## src/rtl/logic_sweep_pkg.sv

```systemverilog
// ---------------------------------------------------------------------------
// logic_sweep_pkg
// Shared definitions for the logic sweep controller:
//   - state_e      : controller FSM states (IDLE / SWEEP / HOLD)
//   - FUNC_*       : function codes understood by the logic generator
//   - MASK_ALL     : mask used when a command requests no function at all
//   - effective_mask() : maps an empty request mask onto MASK_ALL
// ---------------------------------------------------------------------------
package logic_sweep_pkg;

  typedef enum logic [1:0] {
    IDLE  = 2'd0,
    SWEEP = 2'd1,
    HOLD  = 2'd2
  } state_e;

  localparam logic [1:0] FUNC_AND  = 2'd0;
  localparam logic [1:0] FUNC_OR   = 2'd1;
  localparam logic [1:0] FUNC_XOR  = 2'd2;
  localparam logic [1:0] FUNC_XNOR = 2'd3;

  localparam logic [3:0] MASK_ALL = 4'b1111;

  // An all-zero request means "sweep every function".
  function automatic logic [3:0] effective_mask(input logic [3:0] req);
    effective_mask = (req == 4'b0000) ? MASK_ALL : req;
  endfunction

endpackage

```

## src/rtl/logic_sweep_ctrl_prio4.sv

```systemverilog
// ---------------------------------------------------------------------------
// logic_sweep_prio4
// Lowest-set-bit priority encoder used to pick the next function code.
// Ports:
//   in_i  [3:0] : request vector
//   idx_o [1:0] : index of the lowest set bit (0 when in_i is all zero)
// ---------------------------------------------------------------------------
module logic_sweep_prio4 (
  input  logic [3:0] in_i,
  output logic [1:0] idx_o
);

  always_comb begin
    idx_o = 2'd0;
    casez (in_i)
      4'b???1: idx_o = 2'd0;
      4'b??10: idx_o = 2'd1;
      4'b?100: idx_o = 2'd2;
      4'b1000: idx_o = 2'd3;
      default: idx_o = 2'd0;
    endcase
  end

endmodule

```

## src/rtl/logic_sweep_ctrl.sv

```systemverilog
// ---------------------------------------------------------------------------
// logic_sweep_ctrl
// Sequencer wrapped around an external combinational N-bit logic generator.
// Accepts an operand pair plus a function mask, drives the operands into the
// generator, steps the function code through the requested functions (lowest
// code first, one per cycle), captures each result into its slot and then
// presents the packed bundle downstream.
//
// Ports:
//   clk, rst            : clock, asynchronous active-high reset
//   in_valid/in_ready   : command handshake
//   in_a, in_b [N-1:0]  : operands
//   in_mask [3:0]       : requested functions (0 = all four)
//   op_a, op_b, op_func : drive the logic generator
//   op_result [N-1:0]   : generator result, same cycle
//   out_valid/out_ready : result handshake
//   out_data [4N-1:0]   : slot k = result of function k (0 if not selected)
//   out_done [3:0]      : effective mask of the bundle
//   out_zero [3:0]      : per-slot zero flags (only with LOGIC_SWEEP_ZFLAG_EN)
//
// Build option: define LOGIC_SWEEP_ZFLAG_EN to add the out_zero port.
// ---------------------------------------------------------------------------
module logic_sweep_ctrl
  import logic_sweep_pkg::*;
#(
  parameter int N = 8
) (
  input  logic           clk,
  input  logic           rst,
  input  logic           in_valid,
  output logic           in_ready,
  input  logic [N-1:0]   in_a,
  input  logic [N-1:0]   in_b,
  input  logic [3:0]     in_mask,
  output logic [N-1:0]   op_a,
  output logic [N-1:0]   op_b,
  output logic [1:0]     op_func,
  input  logic [N-1:0]   op_result,
  output logic           out_valid,
  input  logic           out_ready,
  output logic [4*N-1:0] out_data,
  output logic [3:0]     out_done
`ifdef LOGIC_SWEEP_ZFLAG_EN
  ,
  output logic [3:0]     out_zero
`endif
);

  state_e         state_q;
  logic           in_ready_q;
  logic           out_valid_q;
  logic [N-1:0]   op_a_q;
  logic [N-1:0]   op_b_q;
  logic [1:0]     op_func_q;
  logic [4*N-1:0] data_q;
  logic [3:0]     done_q;
  logic [3:0]     rem_q;
`ifdef LOGIC_SWEEP_ZFLAG_EN
  logic [3:0]     zero_q;
`endif

  logic [3:0] eff_mask;
  logic [3:0] rem_d;
  logic [3:0] prio_in;
  logic [1:0] prio_idx;

  // One encoder serves both cases: at accept it picks the first function of
  // the new mask, during the sweep it picks the next function after the one
  // being captured, so op_func can be a plain register.
  always_comb begin
    eff_mask = effective_mask(in_mask);
    rem_d    = rem_q & ~(4'b0001 << op_func_q);
    prio_in  = (state_q == IDLE) ? eff_mask : rem_d;
  end

  logic_sweep_prio4 u_prio (
    .in_i  (prio_in),
    .idx_o (prio_idx)
  );

  always_ff @(posedge clk or posedge rst) begin
    if (rst) begin
      state_q     <= IDLE;
      in_ready_q  <= 1'b1;
      out_valid_q <= 1'b0;
      op_a_q      <= '0;
      op_b_q      <= '0;
      op_func_q   <= FUNC_AND;
      data_q      <= '0;
      done_q      <= 4'b0000;
      rem_q       <= 4'b0000;
`ifdef LOGIC_SWEEP_ZFLAG_EN
      zero_q      <= 4'b0000;
`endif
    end else begin
      case (state_q)
        IDLE: begin
          if (in_valid) begin
            op_a_q     <= in_a;
            op_b_q     <= in_b;
            rem_q      <= eff_mask;
            done_q     <= eff_mask;
            data_q     <= '0;
`ifdef LOGIC_SWEEP_ZFLAG_EN
            zero_q     <= 4'b0000;
`endif
            op_func_q  <= prio_idx;
            in_ready_q <= 1'b0;
            state_q    <= SWEEP;
          end
        end

        SWEEP: begin
          for (int k = 0; k < 4; k++) begin
            if (op_func_q == 2'(k)) begin
              data_q[k*N +: N] <= op_result;
`ifdef LOGIC_SWEEP_ZFLAG_EN
              zero_q[k]        <= (op_result == '0);
`endif
            end
          end
          rem_q <= rem_d;
          if (rem_d == 4'b0000) begin
            op_func_q   <= FUNC_AND;
            out_valid_q <= 1'b1;
            state_q     <= HOLD;
          end else begin
            op_func_q   <= prio_idx;
          end
        end

        HOLD: begin
          if (out_ready) begin
            out_valid_q <= 1'b0;
            in_ready_q  <= 1'b1;
            state_q     <= IDLE;
          end
        end

        default: begin
          out_valid_q <= 1'b0;
          in_ready_q  <= 1'b1;
          op_func_q   <= FUNC_AND;
          state_q     <= IDLE;
        end
      endcase
    end
  end

  assign in_ready  = in_ready_q;
  assign out_valid = out_valid_q;
  assign op_a      = op_a_q;
  assign op_b      = op_b_q;
  assign op_func   = op_func_q;
  assign out_data  = data_q;
  assign out_done  = done_q;
`ifdef LOGIC_SWEEP_ZFLAG_EN
  assign out_zero  = zero_q;
`endif

endmodule

```

## config.mk

```make
export PLATFORM = sky130hd
export DESIGN_NAME = logic_sweep_ctrl
export DESIGN_NICKNAME = d
export VERILOG_FILES = /design/src/rtl/logic_sweep_pkg.sv /design/src/rtl/logic_sweep_ctrl_prio4.sv /design/src/rtl/logic_sweep_ctrl.sv
export SDC_FILE = /design/constraint.sdc
export NUM_CORES = 1
export LEC_CHECK = 0
export ABC_AREA = 1
export ABC_CLOCK_PERIOD_IN_PS = 1800
export BUFFER_PORTS_ARGS = -buffer_cell sky130_fd_sc_hd__buf_4
export CELL_PAD_IN_SITES_DETAIL_PLACEMENT = 1
export CELL_PAD_IN_SITES_GLOBAL_PLACEMENT = 2
export CORE_ASPECT_RATIO = 0.9
export CORE_MARGIN = 3
export CORE_UTILIZATION = 28
export DETAILED_ROUTE_END_ITERATION = 10
export PLACE_DENSITY_LB_ADDON = 0.1
export SLEW_MARGIN = 0
export SYNTH_ARGS = -nofsm -noshare
export SYNTH_HDL_FRONTEND = slang
export SYNTH_HIERARCHICAL = 1
export SYNTH_SLANG_ARGS = --single-unit
```

## constraint.sdc

```tcl
create_clock -name clk -period 1.8 [get_ports clk]
set_input_delay 0 -clock clk [delete_from_list [all_inputs] [get_ports clk]]
set_output_delay 0 -clock clk [all_outputs]
set_load 0.005 [all_outputs]
```

==> out/qor.csv, run 1 <==
stage,metric,value,unit
status,status,"finished, final reports clean",
die,# IOs,88,
sta,worst slew pin tran,0.496,ns
final_layout,share of cells above drive strength 1,0.271,
setup_path,WP data arrival,1.83,ns
drt,routed len/inst,13.2,um
setup_path,Critical Path Source Type,flop,
final_layout,Antenna Cells,0,
synthesis,most frequent cell after synthesis,nand2_1,
clock_tree,Clock transition at path regs,0.07,ns
place,gpl congestion,0.750,
sta,TNS Setup,0,ns
global_routing,vias in the first global route,2487,
synthesis,"top cells by count, synth","120 x nand2_1, 61 x dfrtp_1, 58 x inv_1, 44 x o21ai_0, 12 x nor2_1",
synthesis,Post-synth EDFFs,0,
synthesis,Synth area leaders,"dfrtp_1 57%, nand2_1 17%, o21ai_0 8.3%",
synthesis,Yosys cell types,21,
setup_path,kind of critical path,flop to flop,
clock_tree,H-tree depth,3,
setup_path,CP Buf/Inv Count,2,
synthesis,Synthesized Nets,355,
drt,1st-iter DRT viols,47,
final_layout,Non-Filler Instances,568,
die,Die Width,109,um
synthesis,syn_area_per_cell,8.25,um^2
global_routing,GR Layer Usage met2,0.229,
sta,max-slew violation count,0,
clock_tree,clk buf depth,2,
global_routing,first-pass GRT wire length,12500,um
global_routing,largest net degree at the start of global routing,27,
clock_tree,post-CTS resize count,0,
global_routing,Tot GR Track Use,0.151,
place,DP HPWL,5320,um
drt,post-route ant nets,0,
final_layout,area of the multi-input gates,837,um^2
drt,drc violations,0,
final_layout,Layout Nets,473,
global_routing,GRT overflow,0,
place,DP Worst Slack,0.232,ns
synthesis,Async SR Flop Fraction,1.00,
die,initial core utilization,0.289,
final_layout,area added between synthesis and finish,46.1,%
final_layout,Seq. cell area,0.00155,mm^2
place,Port Buffers,87,
synthesis,Seq cells post-synth,62,
global_routing,met1 Track Usage GR,0.202,
drt,routed vias,2410,
place,Post-Place Cells,533,
synthesis,yosys warns,6,
setup_path,Critical Path Max Stage Delay,0.48,ns
synthesis,sequential area share after synthesis,0.583,
setup_path,"CP delay by family, top",simple AND/OR/NAND/NOR gates,
sta,RSZ-0062 raised after global routing,false,
die,Die ar.,0.0107,mm^2
clock_tree,TritonCTS buffer count,9,
global_routing,GRT Max-Usage Layer,met2,
sta,post-layout minimum cycle time,1.57,ns
synthesis,Synth top area share,0.573,
flow_run,Max-Cap Viols,0,
setup_path,crit path cell chain,"inv_2, nor2_4, inv_2, nor2_1, nand2_1, o21ai_0",
clock_tree,Worst-Skew Late Latency,0.34,ns
global_routing,initial antenna violation count,0,
die,Std-Cell Rows,33,
sta,setup slack after layout,0.231,ns
drt,DRT Pass-1 Iters,4,
die,core area,0.00921,mm^2
final_layout,Filler cells,1130,
sta,fin crit share,0.872,
pwr,Leakage Power,0.00204,uW
drt,Via density,4.24,
sta,FMAX,0.637,GHz
setup_path,critical path endpoint category,flop,
synthesis,area of the mapped netlist,0.00267,mm^2
synthesis,top_reg_cell synth,dfrtp_1,
global_routing,GR Layer Usage met3,0.0485,
setup_path,Most common cell on crit path,inv_2,
sta,Slew Limit Headroom,0.668,
min_path,worst hold path type,primary input to flop,
pwr,Peak VDD IR,492,uV
sta,Final Skew,0.0123,ns
clock_tree,clock tree sinks,62,
die,die span in y,98.6,um
setup_path,"Slowest-stage cell, CP",dfrtp_1,
clock_tree,CTS tree,built,
pwr,PwrDens,1670,mW/mm^2
sta,total count of hold-check failures in the final report,0,
synthesis,post-synth top area cell,dfrtp_1,
synthesis,Cells after Synth,323,
setup_path,crit-path max FO,10,
sta,Final setup viols,0,
drt,final wirelength,7480,um
clock_tree,Root Driver,clkbuf_8,
setup_path,worst path required time,2.06,ns
worst reg2reg max path: cells and delay by family (launching register included):
family | cells | cell delay [ns]
AO/OA/AOI/OAI | 1 | 0.09
AND/OR/NAND/NOR | 3 | 0.70
flip-flops | 1 | 0.48
buffers and inverters | 2 | 0.23
timing repair:
action	in CTS	in global routing
hold endpoints to repair	79	0
setup buffers	0	0
setup endpoints to repair	0	0
hold buffers	19	0
report_power, final:
part | switching, uW | leakage (uW) | internal (uW)
Combinational | 1470 | 0.00115 | 1340
Clock | 545 | 0.0000904 | 637
Sequential | 427 | 0.000805 | 2060
Total | 2440 | 0.00204 | 4050
metrics by stage:
step                       util  area [um^2]  power (uW)  hold slack (ns)
after CTS                 0.423         3890        6640          0.00965
after floorplan               -         2670        3820            0.117
after global placement    0.382         3520        5320         0.000389
after detailed placement  0.382         3520        5370          0.00475
final                     0.423         3890        6490           0.0165
after global routing      0.423         3890        7130           0.0493
metal layers:
metal | up-vias | part of all wire
met5 | - | 0
met4 | 0 | 0.014
met3 | 11 | 0.062
met2 | 56 | 0.45
met1 | 1141 | 0.47
li1 | 1202 | -
placed cells by master, fill, tap and decap left out:
cell / Yosys / routed
nand2_1: 120 / 120
buf_4: 0 / 94
dfrtp_1: 61 / 61
inv_1: 58 / 57
o21ai_0: 44 / 44
dlygate4sd3_1: 0 / 19
nor2_1: 12 / 12
clkbuf_8: 0 / 9
inv_2: 4 / 5
a21oi_1: 3 / 3
clkbuf_1: 3 / 3
nor2_4: 2 / 2
o21ai_2: 2 / 2
nand4_1: 2 / 2
clkinv_2: 0 / 2
buf_12: 0 / 2
o31ai_4: 1 / 1
nor3_1: 1 / 1
nand3_1: 1 / 1
o211ai_1: 1 / 1
o2bb2ai_1: 1 / 1
clkinvlp_4: 0 / 1
bufinv_16: 0 / 1
dfstp_2: 1 / 1
nor2_2: 1 / 1
cell families after synthesis:
| logic type | synth area share |
|---|---|
| AND/OR/NAND/NOR | 0.205 |
| AO/OA/AOI/OAI | 0.109 |
| buffers and inverters | 0.103 |
| flip-flops | 0.583 |
path summary, 6_finish.rpt:
path,slack (ns),end,start,cells past startpoint
max,0.23,out_data[31],state_q[0],6
min,0.02,out_done[1],in_mask[1],5
max reg2reg,0.23,out_data[31],state_q[0],6
min reg2reg,0.48,op_a[1],op_a[1],2
max in group asynchronous,1.07,in_ready,rst,4
min in group asynchronous,0.18,out_data[28],rst,3
layout make-up:
cell class / instances / share of cell area
Clock buffer: 12 / 0.0347
Clock inverter: 4 / 0.0122
Tap cell: 122 / 0.0392
Inverter: 62 / 0.0598
Sequential cell: 62 / 0.399
Timing Repair Buffer: 115 / 0.240
Multi-Input combinational cell: 191 / 0.215
flip-flops by register name (all words and copies together) (netlist names):
register	flops
op_func	2
out_valid	1
in_ready	1
out_data	32
state_q	2
rem_q	4
op_b	8
out_done	4
op_a	8
Power figures use the tool's default switching activity.
==> run 2, diff against run 1 <==
--- a/config.mk
+++ b/config.mk
@@ -5,14 +5,13 @@
 export SDC_FILE = /design/constraint.sdc
 export NUM_CORES = 1
 export LEC_CHECK = 0
-export ABC_AREA = 1
 export ABC_CLOCK_PERIOD_IN_PS = 1800
 export BUFFER_PORTS_ARGS = -buffer_cell sky130_fd_sc_hd__buf_4
 export CELL_PAD_IN_SITES_DETAIL_PLACEMENT = 1
 export CELL_PAD_IN_SITES_GLOBAL_PLACEMENT = 2
 export CORE_ASPECT_RATIO = 0.9
 export CORE_MARGIN = 3
-export CORE_UTILIZATION = 28
+export CORE_UTILIZATION = 29
 export DETAILED_ROUTE_END_ITERATION = 10
 export PLACE_DENSITY_LB_ADDON = 0.1
 export SLEW_MARGIN = 0
==> out/qor.csv, run 2 <==
stage,metric,value,unit
setup_path,Crit Reg-Reg Startpoint,op_func[1],
synthesis,"top cells by count, synth","100 x nand2_1, 61 x dfrtp_1, 44 x o21ai_0, 8 x clkbuf_1, 8 x nor2_1",
sta,Slew Limit Headroom,0.639,
clock_tree,H-tree depth,3,
sta,max-slew violation count,0,
sta,fin crit share,0.953,
drt,1st-iter DRT viols,57,
place,Port Buffers,87,
sta,FMAX,0.583,GHz
drt,final wirelength,7660,um
die,die span in y,95.1,um
flow_run,Max-Cap Viols,0,
synthesis,Synth top area share,0.596,
final_layout,Non-Filler Instances,507,
final_layout,area added between synthesis and finish,47.8,%
drt,post-route ant nets,0,
final_layout,"most common cell after layout, fill and taps aside",nand2_1,
clock_tree,TritonCTS buffer count,9,
setup_path,WP data arrival,1.94,ns
sta,post-layout minimum cycle time,1.72,ns
pwr,Leakage Power,0.00189,uW
final_layout,most frequent cells in the layout,"100 x nand2_1, 95 x buf_4, 61 x dfrtp_1",
synthesis,sequential area share after synthesis,0.607,
clock_tree,clock tree sinks,62,
die,Die Width,105,um
setup_path,critical path startpoint,op_func[1],
drt,Via density,4.55,
sta,total count of hold-check failures in the final report,0,
clock_tree,Clock transition at path regs,0.07,ns
global_routing,first-pass GRT wire length,12500,um
die,# IOs,88,
sta,Final setup viols,0,
min_path,hold depth,3,
die,Die ar.,0.00999,mm^2
drt,drc violations,0,
synthesis,area of the mapped netlist,0.00256,mm^2
synthesis,Cells after Synth,275,
sta,RSZ-0062 raised after global routing,true,
setup_path,crit-path max FO,11,
setup_path,"Slowest-stage cell, CP",dfrtp_1,
global_routing,vias in the first global route,2480,
die,core area,0.00830,mm^2
clock_tree,clk buf depth,2,
setup_path,worst path required time,2.02,ns
global_routing,initial antenna violation count,0,
drt,DRT Pass-1 Iters,4,
final_layout,share of cells above drive strength 1,0.301,
synthesis,yosys warns,6,
setup_path,crit path cell chain,"mux2_1, nor4b_1, or3_4, a221o_1",
synthesis,syn_area_per_cell,9.31,um^2
setup_path,R2R Setup Slk,0.08,ns
final_layout,Antenna Cells,0,
clock_tree,Worst-Skew Late Latency,0.34,ns
setup_path,kind of critical path,flop to flop,
pwr,PwrDens,1690,mW/mm^2
final_layout,number of flip-flops in the largest register,32,
setup_path,Critical Path Source Type,flop,
clock_tree,Root Driver,clkbuf_8,
setup_path,R2R cell count,4,
synthesis,Async SR Flop Fraction,1.00,
sta,Final Skew,0.00698,ns
global_routing,largest net degree at the start of global routing,54,
synthesis,Synthesized Nets,307,
final_layout,utilization after layout,0.456,
synthesis,Post-synth EDFFs,0,
setup_path,critical path endpoint category,flop,
clock_tree,post-CTS resize count,0,
sta,worst slew pin tran,0.542,ns
place,gpl congestion,0.798,
die,initial core utilization,0.308,
global_routing,GRT overflow,0,
synthesis,post-synth top area cell,dfrtp_1,
place,DP HPWL,5380,um
synthesis,most frequent cell after synthesis,nand2_1,
synthesis,top_reg_cell synth,dfrtp_1,
min_path,hold endpoint,out_data[1],
pwr,Peak VDD IR,648,uV
setup_path,capturing point of the worst reg2reg path,out_valid,
min_path,HP Start,op_result[1],
die,Std-Cell Rows,31,
clock_tree,CTS tree,built,
place,Post-Place Cells,471,
min_path,worst hold path type,primary input to flop,
final_layout,Layout Nets,419,
setup_path,Critical Path Max Stage Delay,0.50,ns
synthesis,Synth area leaders,"dfrtp_1 60%, nand2_1 15%, o21ai_0 8.6%",
drt,routed vias,2309,
synthesis,Seq cells post-synth,62,
drt,routed len/inst,15.1,um
status,status,"finished, final reports clean",
global_routing,Tot GR Track Use,0.160,
synthesis,Yosys cell types,29,
-- run 2: cell count changes after synthesis, sizes merged, moves of 4 or more --
cell	change
nor2	-7
buf	+5
nand3	+4
a21o	+5
nand2	-20
nor3	+5
nand2b	+4
inv	-58
-- run 2: area by class of cell --
type                       instances  area [um^2]
sequential                        62         1550
clock buffer                      10          138
clock inverter                     6         85.1
multi-input combinational        194          915
timing repair buffer             116          933
fill                            1008         4520
tap                              115          144
inverter                           4         15.0
-- run 2: worst max-delay path: cells and delay by family, from the launching register on --
| family | cells | cell delay (ns) |
|---|---|---|
| flops | 1 | 0.50 |
| simple gates | 2 | 0.49 |
| compound gates | 1 | 0.33 |
| mux | 1 | 0.28 |
-- run 2: metrics by stage --
stage	worst slack [ns]	total power [uW]	setup TNS [ns]	hold WS, ns	area [um^2]
4_1_cts	0.0915	6510	0	0.00466	3780
3_3_place_gp	0.159	5000	0	-0.0506	3360
2_1_floorplan	0.0716	3670	0	0.105	2560
5_1_grt	-0.0393	6950	-0.0393	0.00611	3780
3_5_place_dp	0.100	5080	0	-0.0440	3360
6_report	0.0846	6400	0	0.00795	3780
-- run 2: repair_timing --
item                                    CTS  global route
endpoints found under the setup margin    0             1
setup buffers                             0             0
hold buffers                             20             0
endpoints found under the hold margin    83             0
-- run 2: worst max-delay path by stage --
stage                      end  slack [ns]  depth (start not counted)
floorplan           op_func[0]        0.07                          9
global placement     out_valid        0.16                          4
detailed placement   out_valid        0.10                          4
CTS                  out_valid        0.09                          4
global route        op_func[1]       -0.04                          6
finish               out_valid        0.08                          4
-- run 2: per-layer routing --
layer,routed length [um],GRT usage,share of wire,vias up
li1,-,-,-,1124
met1,3510,0.204,0.46,1101
met2,3450,0.251,0.45,74
met3,609,0.0691,0.080,10
met4,92,0.0437,0.012,0
met5,0,0,0,-
-- run 2: power by group --
part	internal (uW)	switching (uW)	total (uW)	leakage, uW
clock	812	561	1370	0.000108
sequential	2010	413	2420	0.000793
combinational	1290	1320	2600	0.000989
-- run 2: logic make-up after synthesis --
group                  Yosys count  synth area share
AO/OA/AOI/OAI                   55             0.118
multiplexers                     3            0.0122
flip-flops                      62             0.607
AND/OR/NAND/NOR                136             0.227
buffers and inverters           19            0.0362
==> run 3, diff against run 2 <==
--- a/config.mk
+++ b/config.mk
@@ -14,6 +14,7 @@
 export CORE_UTILIZATION = 29
 export DETAILED_ROUTE_END_ITERATION = 10
 export PLACE_DENSITY_LB_ADDON = 0.1
+export SETUP_SLACK_MARGIN = 0.4
 export SLEW_MARGIN = 0
 export SYNTH_ARGS = -nofsm -noshare
 export SYNTH_HDL_FRONTEND = slang
==> out/qor.csv, run 3 (synthesized netlist as in run 2, its figures left out) <==
stage,metric,value,unit
setup_path,crit path cell chain,"mux2_4, nor4b_4, or3_4, a221o_1",
die,initial core utilization,0.308,
pwr,Pint,4390,uW
sta,FMAX,0.658,GHz
min_path,HP Start,op_result[7],
place,DP Worst Slack,0.172,ns
pwr,clock power share,0.199,
sta,Final setup viols,0,
drt,met3 WL,479,um
global_routing,Tot GR Track Use,0.160,
sta,max-slew violation count,0,
final_layout,number of flip-flops in the largest register,32,
pwr,Peak VDD IR,775,uV
pwr,combinational share of power,0.443,
final_layout,most frequent cells in the layout,"102 x buf_4, 95 x nand2_1, 58 x dfrtp_1",
die,Std-Cell Rows,31,
drt,Via density,4.52,
clock_tree,clk buf depth,2,
pwr,Leakage Power,0.00198,uW
status,status,"finished, final reports clean",
drt,final wirelength,7650,um
setup_path,critical path endpoint category,flop,
drt,routed len/inst,14.6,um
final_layout,Antenna Cells,0,
flow_run,Max-Cap Viols,0,
drt,Met2 Wirelength,3600,um
die,# IOs,88,
clock_tree,Clock transition at path regs,0.07,ns
sta,setup slack after layout,0.280,ns
die,core area,0.00830,mm^2
place,Port Buffers,87,
place,DP HPWL,5280,um
drt,Met1 Wirelength,3510,um
drt,post-route ant nets,0,
clock_tree,TritonCTS buffer count,9,
setup_path,crit-path max FO,8,
final_layout,Layout Nets,435,
setup_path,kind of critical path,flop to flop,
setup_path,Critical Path Source Type,flop,
clock_tree,clock tree sinks,62,
sta,post-layout minimum cycle time,1.52,ns
sta,total count of hold-check failures in the final report,0,
final_layout,finished layout cell area,0.00402,mm^2
sta,RSZ-0062 raised after global routing,true,
setup_path,Crit Reg-Reg Startpoint,op_func[1],
pwr,Flop pwr share,0.357,
pwr,PwrDens,1700,mW/mm^2
final_layout,area added between synthesis and finish,56.8,%
setup_path,worst path required time,2.01,ns
global_routing,vias in the first global route,2510,
setup_path,"CP delay by family, top",flip-flops,
global_routing,initial antenna violation count,0,
sta,TNS Setup,0,ns
drt,Top Metal Used,met4,
global_routing,first-pass GRT wire length,12600,um
sta,worst slew pin tran,0.555,ns
pwr,Power Total,6810,uW
drt,1st-iter DRT viols,38,
clock_tree,Worst-Skew Late Latency,0.33,ns
setup_path,"Slowest-stage cell, CP",dfrtp_2,
global_routing,largest net degree at the start of global routing,25,
global_routing,GRT overflow,0,
place,gpl congestion,0.804,
drt,DRT Pass-1 Iters,4,
setup_path,CP Buf/Inv Count,0,
die,Die ar.,0.00999,mm^2
setup_path,Critical Path Max Stage Delay,0.45,ns
clock_tree,Root Driver,clkbuf_8,
setup_path,critical path startpoint,op_func[1],
die,die span in y,95.1,um
clock_tree,CTS tree,built,
sta,fin crit share,0.844,
sta,Final Skew,0.00588,ns
drt,routed vias,2366,
drt,drc violations,0,
setup_path,WP data arrival,1.73,ns
pwr,switching part of the total,0.356,
final_layout,"most common cell after layout, fill and taps aside",buf_4,
final_layout,Filler cells,1001,
clock_tree,H-tree depth,3,
min_path,worst hold path type,primary input to flop,
die,Die Width,105,um
final_layout,share of cells above drive strength 1,0.368,
sta,Slew Limit Headroom,0.629,
pwr,P_sw,2420,uW
place,DP Area,0.00340,mm^2
-- run 3: cell types whose count changed in the layout (fill, tap and decap cells not counted), moves of 2 or more --
| cell | delta |
|---|---|
| buf_6 | +5 |
| nand2_2 | +5 |
| dlygate4sd3_1 | +4 |
| nand2_1 | -5 |
| o21ai_2 | +4 |
| o21ai_1 | +15 |
| a21o_1 | -2 |
| o21ai_0 | -19 |
| dfrtp_1 | -3 |
| dfrtp_2 | +3 |
| buf_4 | +7 |
-- run 3: what timing repair did --
| action | 4_1_cts | 5_1_grt |
|---|---|---|
| setup endpoints to repair | 45 | 61 |
| hold endpoints to repair | 51 | 0 |
| resized for setup | 15 | 18 |
| setup buffers | 7 | 3 |
| hold buffers | 24 | 0 |
| pin swaps | 0 | 2 |
-- run 3: power groups by stage --
stage / Clock, uW / Sequential [uW] / Combinational (uW)
2_1_floorplan: 0 / 2400 / 1400
3_3_place_gp: 0 / 2460 / 2610
3_5_place_dp: 0 / 2470 / 2670
4_1_cts: 1420 / 2430 / 2920
5_1_grt: 1470 / 2520 / 3400
6_report: 1360 / 2440 / 3020
-- run 3: through the flow --
step,hold WS [ns],instances,util
after detailed placement,0.0932,473,0.409
after floorplan,0.105,275,-
after global placement,0.0976,473,0.409
after CTS,0.000570,520,0.476
after global routing,0.0285,523,0.484
final,0.0211,523,0.484
-- run 3: area by class of cell --
type / count / area (um^2) / share of cell area
Clock buffer: 10 / 138 / 0.0343
Clock inverter: 6 / 85.1 / 0.0212
Inverter: 4 / 18.8 / 0.00467
Multi-Input combinational cell: 194 / 991 / 0.247
Sequential cell: 62 / 1560 / 0.388
Tap cell: 115 / 144 / 0.0358
Timing Repair Buffer: 132 / 1080 / 0.270
-- run 3: metal layers --
metal / up-vias / track usage
li1: 1164 / -
met1: 1124 / 0.203
met2: 73 / 0.258
met3: 5 / 0.0569
met4: 0 / 0.0503
met5: - / 0
-- run 3: path summary, 6_finish.rpt --
kind / to / slack, ns / depth (start not counted)
worst max-delay path: out_valid / 0.28 / 4
worst min-delay path: out_data[15] / 0.02 / 3
worst max register to register: out_valid / 0.28 / 4
worst min register to register: op_a[2] / 0.48 / 2
max in group asynchronous: out_done[3] / 0.89 / 4
min in group asynchronous: op_b[3] / 0.28 / 3
-- run 3: tightest hold or removal path, delay by kind of cell --
family	cells	cell delay, ns
AND/OR/NAND/NOR	1	0.11
AO/OA/AOI/OAI	1	0.09
buffers and inverters	1	0.11
